$ cat src/rtl/sine_width_gen_if.sv
// sine_width_gen_if: tick/phase-step request side and pulse-width result side
// of the sine pulse-width source. The master drives ticks and phase steps; the
// slave (sine_width_gen) returns width, width_valid and wrap.
interface sine_width_gen_if #(
    parameter int PHASE_W = 16,
    parameter int WIDTH_W = 32
);
    logic               en;
    logic               tick;
    logic [PHASE_W-1:0] phase_inc;
    logic [WIDTH_W-1:0] width;
    logic               width_valid;
    logic               wrap;

    modport master (
        output en, tick, phase_inc,
        input  width, width_valid, wrap
    );

    modport slave (
        input  en, tick, phase_inc,
        output width, width_valid, wrap
    );
endinterface

$ cat src/rtl/sine_width_gen.sv
// sine_width_gen: advances a phase accumulator on each accepted PWM tick and
// turns the captured phase into a pulse width in [0, PERIOD] through a
// quarter-wave sine ROM. Fixed latency of 3 cycles from the accepting edge.
// Build option: define SINE_WIDTH_CLAMP_EN to limit width to [1, PERIOD-1].
module sine_width_gen #(
    parameter int PERIOD     = 1000,
    parameter int PHASE_W    = 16,
    parameter int TABLE_BITS = 6,
    parameter int WIDTH_W    = 32
) (
    input  logic            clk,
    input  logic            rst_n,
    sine_width_gen_if.slave bus
);
    localparam int HALF    = PERIOD / 2;
    localparam int TABLE_N = (1 << TABLE_BITS) + 1;
    localparam int IDX_W   = TABLE_BITS + 1;
    localparam int HALF_W  = $clog2(HALF + 1);
    localparam int PROD_W  = 15 + HALF_W;
    localparam int SUM_W   = PROD_W + 1;
    localparam int TOP_W   = TABLE_BITS + 2;
    localparam int FX      = 30;
    localparam longint PI_FX = 64'd3373259426;   // pi * 2^30

    if (PERIOD % 2 != 0 || PERIOD < 4) begin : g_bad_period
        $error("sine_width_gen: PERIOD must be even and at least 4");
    end
    if (PHASE_W < TABLE_BITS + 2) begin : g_bad_phase_w
        $error("sine_width_gen: PHASE_W must cover quadrant and table address bits");
    end

    // Quarter-wave table round(32767*sin(pi/2*i/2^TABLE_BITS)) built at
    // elaboration time with a fixed-point Taylor series, packed 15 bits/entry.
    function automatic logic [TABLE_N*15-1:0] build_rom();
        logic [TABLE_N*15-1:0] rom;
        longint x, x2, term, s, v;
        rom = '0;
        for (int i = 0; i < TABLE_N; i++) begin
            x    = (PI_FX * longint'(i)) >>> (TABLE_BITS + 1);
            x2   = (x * x) >>> FX;
            term = x;
            s    = x;
            for (int k = 1; k <= 8; k++) begin
                term = -((term * x2) >>> FX) / longint'((2 * k) * (2 * k + 1));
                s    = s + term;
            end
            v = (longint'(32767) * s + (longint'(1) <<< (FX - 1))) >>> FX;
            if (v > 32767) v = 32767;
            if (v < 0)     v = 0;
            rom[i*15 +: 15] = v[14:0];
        end
        return rom;
    endfunction

    localparam logic [TABLE_N*15-1:0] ROM_BITS = build_rom();

    // Rounded magnitude scaling to [0, HALF] and placement around mid-scale.
    function automatic logic [WIDTH_W-1:0] scale_width(input logic [14:0] mag,
                                                       input logic        neg);
        logic [SUM_W-1:0]  prod;
        logic [HALF_W:0]   d;
        prod = SUM_W'(mag) * SUM_W'(HALF) + SUM_W'(1 << 14);
        d    = prod[PROD_W:15];
        return neg ? (WIDTH_W'(HALF) - WIDTH_W'(d)) : (WIDTH_W'(HALF) + WIDTH_W'(d));
    endfunction

    // Keeps the PWM output from sitting at a constant level when enabled.
    function automatic logic [WIDTH_W-1:0] clamp_width(input logic [WIDTH_W-1:0] w);
`ifdef SINE_WIDTH_CLAMP_EN
        if (w < WIDTH_W'(1))
            return WIDTH_W'(1);
        else if (w > WIDTH_W'(PERIOD - 1))
            return WIDTH_W'(PERIOD - 1);
        else
            return w;
`else
        return w;
`endif
    endfunction

    logic [PHASE_W-1:0]    r_phase;
    logic                  r_vld_p0, r_vld_p1, r_vld_p2;
    logic                  r_wrap_p0, r_wrap_p1, r_wrap_p2;
    logic [TOP_W-1:0]      r_phase_p0;
    logic [IDX_W-1:0]      r_idx_p1;
    logic                  r_neg_p1, r_neg_p2;
    logic [14:0]           r_mag_p2;

    logic                  w_accept;
    logic [PHASE_W:0]      w_sum;
    logic [1:0]            w_q;
    logic [TABLE_BITS-1:0] w_a;
    logic [IDX_W-1:0]      w_idx;
    logic [14:0]           w_rom;
    logic [WIDTH_W-1:0]    w_width_p3;

    assign w_accept = bus.tick & bus.en;
    assign w_sum    = {1'b0, r_phase} + {1'b0, bus.phase_inc};

    // Stage 1: quadrant decode; odd quadrants read the table mirrored.
    assign w_q   = r_phase_p0[TOP_W-1 -: 2];
    assign w_a   = r_phase_p0[TABLE_BITS-1:0];
    assign w_idx = w_q[0] ? (IDX_W'(1 << TABLE_BITS) - {1'b0, w_a}) : {1'b0, w_a};

    // Stage 2: constant ROM lookup.
    assign w_rom = ROM_BITS[int'(r_idx_p1)*15 +: 15];

    // Stage 3: scale, sign and optional clamp.
    assign w_width_p3 = clamp_width(scale_width(r_mag_p2, r_neg_p2));

    // Control path: phase accumulator, valid/wrap pipeline and output registers.
    always_ff @(posedge clk or negedge rst_n) begin
        if (!rst_n) begin
            r_phase         <= '0;
            r_vld_p0        <= 1'b0;
            r_vld_p1        <= 1'b0;
            r_vld_p2        <= 1'b0;
            r_wrap_p0       <= 1'b0;
            r_wrap_p1       <= 1'b0;
            r_wrap_p2       <= 1'b0;
            bus.width       <= WIDTH_W'(HALF);
            bus.width_valid <= 1'b0;
            bus.wrap        <= 1'b0;
        end else begin
            if (w_accept)
                r_phase <= w_sum[PHASE_W-1:0];
            r_vld_p0        <= w_accept;
            r_wrap_p0       <= w_accept & w_sum[PHASE_W];
            r_vld_p1        <= r_vld_p0;
            r_wrap_p1       <= r_wrap_p0;
            r_vld_p2        <= r_vld_p1;
            r_wrap_p2       <= r_wrap_p1;
            bus.width_valid <= r_vld_p2;
            bus.wrap        <= r_vld_p2 & r_wrap_p2;
            if (r_vld_p2)
                bus.width <= w_width_p3;
        end
    end

    // Data path: pre-increment phase top bits, table index and magnitude.
    always_ff @(posedge clk) begin
        if (w_accept)
            r_phase_p0 <= r_phase[PHASE_W-1 -: TOP_W];
        if (r_vld_p0) begin
            r_idx_p1 <= w_idx;
            r_neg_p1 <= w_q[1];
        end
        if (r_vld_p1) begin
            r_mag_p2 <= w_rom;
            r_neg_p2 <= r_neg_p1;
        end
    end
endmodule

$ cat src/flat_wrapper.sv
// flat-port wrapper written by rule: the top's interface ports become plain ports
module sine_width_gen_flat 
#(
    parameter int PERIOD     = 1000,
    parameter int PHASE_W    = 16,
    parameter int TABLE_BITS = 6,
    parameter int WIDTH_W    = 32
)
  (clk, rst_n, bus_en, bus_tick, bus_phase_inc, bus_width, bus_width_valid, bus_wrap);
  sine_width_gen_if #(.PHASE_W(PHASE_W), .WIDTH_W(WIDTH_W)) bus_i ();
  input  logic clk;
  input  logic rst_n;
  input wire logic [$bits(bus_i.en)-1:0] bus_en;
  input wire logic [$bits(bus_i.tick)-1:0] bus_tick;
  input wire logic [$bits(bus_i.phase_inc)-1:0] bus_phase_inc;
  output wire logic [$bits(bus_i.width)-1:0] bus_width;
  output wire logic [$bits(bus_i.width_valid)-1:0] bus_width_valid;
  output wire logic [$bits(bus_i.wrap)-1:0] bus_wrap;
  assign bus_i.en = bus_en;
  assign bus_i.tick = bus_tick;
  assign bus_i.phase_inc = bus_phase_inc;
  assign bus_width = bus_i.width;
  assign bus_width_valid = bus_i.width_valid;
  assign bus_wrap = bus_i.wrap;
  sine_width_gen #(.PERIOD(PERIOD), .PHASE_W(PHASE_W), .TABLE_BITS(TABLE_BITS), .WIDTH_W(WIDTH_W)) u_core (.clk(clk), .rst_n(rst_n), .bus(bus_i));
endmodule
$ cat config.mk
export PLATFORM = sky130hd
export DESIGN_NAME = sine_width_gen_flat
export DESIGN_NICKNAME = d
export VERILOG_FILES = /design/src/rtl/sine_width_gen_if.sv /design/src/rtl/sine_width_gen.sv /design/src/flat_wrapper.sv
export SDC_FILE = /design/constraint.sdc
export NUM_CORES = 1
export LEC_CHECK = 0
export CELL_PAD_IN_SITES_DETAIL_PLACEMENT = 1
export CELL_PAD_IN_SITES_GLOBAL_PLACEMENT = 1
export CORE_ASPECT_RATIO = 0.5
export CORE_MARGIN = 2
export CORE_UTILIZATION = 25
export DETAILED_ROUTE_END_ITERATION = 10
export PLACE_DENSITY = 0.59
export SLEW_MARGIN = 20
export SYNTH_ARGS = -nofsm -noshare
export SYNTH_HDL_FRONTEND = slang
export SYNTH_SLANG_ARGS = --single-unit
$ cat constraint.sdc
create_clock -name clk -period 6.9 [get_ports clk]
set_input_delay 1.725 -clock clk [delete_from_list [all_inputs] [get_ports clk]]
set_output_delay 1.725 -clock clk [all_outputs]
set_load 0.03 [all_outputs]
==> impl_results.md, run 1 <==
* Proportion of synthesized flip-flops having asynchronous set or reset at 52.94%
* Worst clock skew on the final layout at 0.01260 ns
* Max transition margin at 42.04%
* Core area at 29340 µm²
* Library cell occupying the most area in the post-synthesis netlist: sky130_fd_sc_hd__ha_1
* Total of buffers placed on input and output ports at 53
* Post-route cell area at 8642 µm²
* Total negative slack for setup checks at 0 ns
* RSZ-0062 raised after global routing: no
* Seq/Total Area, Yosys at 24.74%
* Top achievable clock speed at 158.8 MHz
* Inserted Clock Buffers at 9
* Clock transition at path regs at 0.06 ns
* Hold violation count in the final report at 0
* Total global-route track usage at 12.52%
* Share of the synthesized area in the top cell type at 13.75%
* Max-Cap Viols at 0
* Post-detail-place hpwl at 14800 µm
* Wire length of the first global-routing pass at 32790 µm
* Tightest Pin Transition at 0.8695 ns
* Root buffer cell: sky130_fd_sc_hd__clkbuf_16
* Gate count of the mapped netlist at 824
* Top FF cell, synth: sky130_fd_sc_hd__edfxtp_1
* Largest net degree at the start of global routing at 50
* Logic depth of the worst register-to-register path at 21
* Cell depth of the worst min-delay path at 0
* Clock tree from TritonCTS: built
* Class of the worst hold path: reg -> reg
* Remaining global-route overflow at 0
* Clock latency of the later-clocked register in the worst-skew pair at 0.34 ns
* Number of warnings reported in the yosys synthesis log at 0
* DR WL/cell at 15.43 µm
* Placer congestion estimate at 0.7955
* Total wire length after detailed routing at 19020 µm
* H-tree lvl count at 3
* Initial antenna violation count at 0
* Library cell with the highest instance count after synthesis: sky130_fd_sc_hd__inv_1
* CP max FO at 5
* Worst hold margin at 0.3535 ns
* Status: complete, no violations
* Vias per cell at 4.838
* Number of flops mapped to enable cells by yosys at 32
* Via count at 5965
* Initial cell density of the core at 25.75%
* Number of sinks driven by the clock tree at 68
* Synthesis-stage register bit count at 68
* Layout cell share with drive strength beyond 1 at 8.314%
* Antenna-violating nets left at 0
* Avg Inst Size Synth at 9.168 µm²
* Die span in x at 249.8 µm
* Diodes inserted at 0
* # setup viols final at 0
* Cell types with the largest area share after synthesis: sky130_fd_sc_hd__ha_1 (14%), sky130_fd_sc_hd__fa_1 (13%), sky130_fd_sc_hd__edfxtp_1 (13%), sky130_fd_sc_hd__dfrtp_1 (9.9%), sky130_fd_sc_hd__inv_1 (4.9%)
* Min cycle time layout at 6.296 ns
* Post-route clock period utilization at 91.25%
* Arrival time of the worst setup path at 6.56 ns
* Residual DRC at 0
* Number of max-slew violations in the final report at 0
* Number of hold-repair buffers added at the cts stage at 0
* Initial detailed-routing violation count at 283
* Overall die height at 126.9 µm
* Area growth syn-to-layout at 14.39%
* Nature of the critical path startpoint: flop
* Clock tree buffer depth at 2
* Critical Setup Path Class: reg -> reg
* Floorplan die area at 31710 µm²
* Layout Nets at 990
* Data required time of the critical path at 7.16 ns
* Site Rows at 44
* Kind of end point of the critical path: flop
* Total iterations of the first detailed-routing run at 4
* Mapped Area at 7555 µm²
* Boundary pin count at 54
* Vias in the first global route at 6515
* Post-synth net total at 977
* Most frequent cells after synthesis: sky130_fd_sc_hd__inv_1 (99), sky130_fd_sc_hd__ha_1 (83), sky130_fd_sc_hd__nand2_1 (59), sky130_fd_sc_hd__o21ai_0 (56), sky130_fd_sc_hd__a21oi_1 (52)
* Number of distinct library cells after synthesis at 86
* Placement Cell Area at 8322 µm²
-- cell usage in the layout (no fill, tap or decap), drive strengths merged, types with 6 or more instances in the layout --
| cell | instances |
|---|---|
| o21ai | 60 |
| inv | 102 |
| xor2 | 12 |
| a21o | 7 |
| nor2b | 6 |
| nor2 | 46 |
| a211oi | 12 |
| dfstp | 6 |
| o31ai | 11 |
| nand2 | 60 |
| xnor2 | 24 |
| a21oi | 57 |
| mux2 | 10 |
| a21boi | 8 |
| fa | 50 |
| a31oi | 6 |
| edfxtp | 32 |
| dfrtp | 30 |
| or2 | 7 |
| buf | 6 |
| nor3 | 18 |
| clkbuf | 11 |
| o211ai | 10 |
| or3 | 7 |
| clkdlybuf4s50 | 52 |
| ha | 83 |
| nand3 | 12 |
| nand4 | 8 |
-- state kept, by name, indices dropped and copies added, names as in the netlist, 7 cells and up --
name / count
u_core.bus.width: 12
u_core.r_mag_p2: 15
u_core.r_phase_p0: 8
u_core.r_idx_p1: 7
u_core.r_phase: 16
-- path summary, 6_finish.rpt --
kind | endpoint | slack, ns | start
worst max-delay path | u_core.bus.width[10]$_DFFE_PN0P_ | 0.60 | u_core.r_mag_p2[5]$_DFFE_PP_
worst min-delay path | u_core.r_wrap_p2$_DFF_PN0_ | 0.35 | u_core.r_wrap_p1$_DFF_PN0_
worst max register to register | u_core.bus.width[10]$_DFFE_PN0P_ | 0.60 | u_core.r_mag_p2[5]$_DFFE_PP_
worst min register to register | u_core.r_wrap_p2$_DFF_PN0_ | 0.35 | u_core.r_wrap_p1$_DFF_PN0_
max in group asynchronous | u_core.r_vld_p0$_DFF_PN0_ | 4.84 | rst_n
min in group asynchronous | u_core.bus.width[3]$_DFFE_PN0P_ | 1.49 | rst_n
-- layer usage --
layer | share of wire [%] | vias up | global-route usage (%)
li1 | - | 2896 | -
met4 | 1.7 | 0 | 3.437
met3 | 2.2 | 27 | 1.806
met2 | 47 | 52 | 21.12
met1 | 49 | 2990 | 16.79
met5 | 0 | - | 0
-- repair_timing --
action | 4_1_cts | 5_1_grt
gates resized for setup | 0 | 1
setup buffers | 0 | 0
endpoints found under the setup margin | 0 | 3
-- cell families after synthesis --
group | after synthesis | synth area share (%)
AOI/OAI and AO/OA | 223 | 19.87
and+or+nand+nor | 188 | 11.97
buffers and inverters | 157 | 8.794
adders and majority gates | 133 | 27.00
DFF | 68 | 24.74
xor gates and xnor gates | 37 | 4.571
muxes | 18 | 3.047
-- per-stage QoR --
step           utilization, %  worst slack, ns  instances
3_5_place_dp            28.36           0.4459       1217
3_3_place_gp            28.36           0.6570       1217
4_1_cts                 29.43           0.4038       1233
5_1_grt                 29.45           0.1242       1233
2_1_floorplan               -            1.287        824
6_report                29.45           0.6035       1233
-- area by class of cell --
class | count | area (µm²)
Clock inverter | 5 | 38.79
Sequential cell | 68 | 1869
Multi-Input combinational cell | 599 | 5027
Inverter | 101 | 379.1
Clock buffer | 11 | 275.3
Fill cell | 3388 | 20700
Tap cell | 391 | 489.2
Timing Repair Buffer | 58 | 563.0
-- worst max-delay path, cell delays in order, from the launching register on --
cell and delay (ns):
sky130_fd_sc_hd__edfxtp_1 0.43, sky130_fd_sc_hd__inv_1 0.23, sky130_fd_sc_hd__fa_1 0.48, sky130_fd_sc_hd__fa_1 0.50, sky130_fd_sc_hd__fa_1 0.52, sky130_fd_sc_hd__fa_1 0.55
sky130_fd_sc_hd__inv_1 0.05, sky130_fd_sc_hd__ha_1 0.33, sky130_fd_sc_hd__and3_1 0.23, sky130_fd_sc_hd__a31oi_2 0.24, sky130_fd_sc_hd__nand3b_1 0.15, sky130_fd_sc_hd__a21oi_1 0.21
sky130_fd_sc_hd__xnor2_1 0.14, sky130_fd_sc_hd__ha_1 0.28, sky130_fd_sc_hd__nand4_1 0.13, sky130_fd_sc_hd__xnor2_1 0.41, sky130_fd_sc_hd__inv_1 0.16, sky130_fd_sc_hd__ha_1 0.23
sky130_fd_sc_hd__a21o_1 0.19, sky130_fd_sc_hd__nor4_2 0.42, sky130_fd_sc_hd__a21boi_1 0.16, sky130_fd_sc_hd__o22ai_1 0.17
Power of run 1 is not shown: default switching activity piles up to over one toggle a cycle in this logic, so the estimate is an artifact.
==> run 2, diff against run 1 <==
- CAP_MARGIN: default -> 25
==> results of run 2 <==
The final DEF is identical to that of run 1; final timing and power are the same.
Power of run 2 is left out for the same reason.
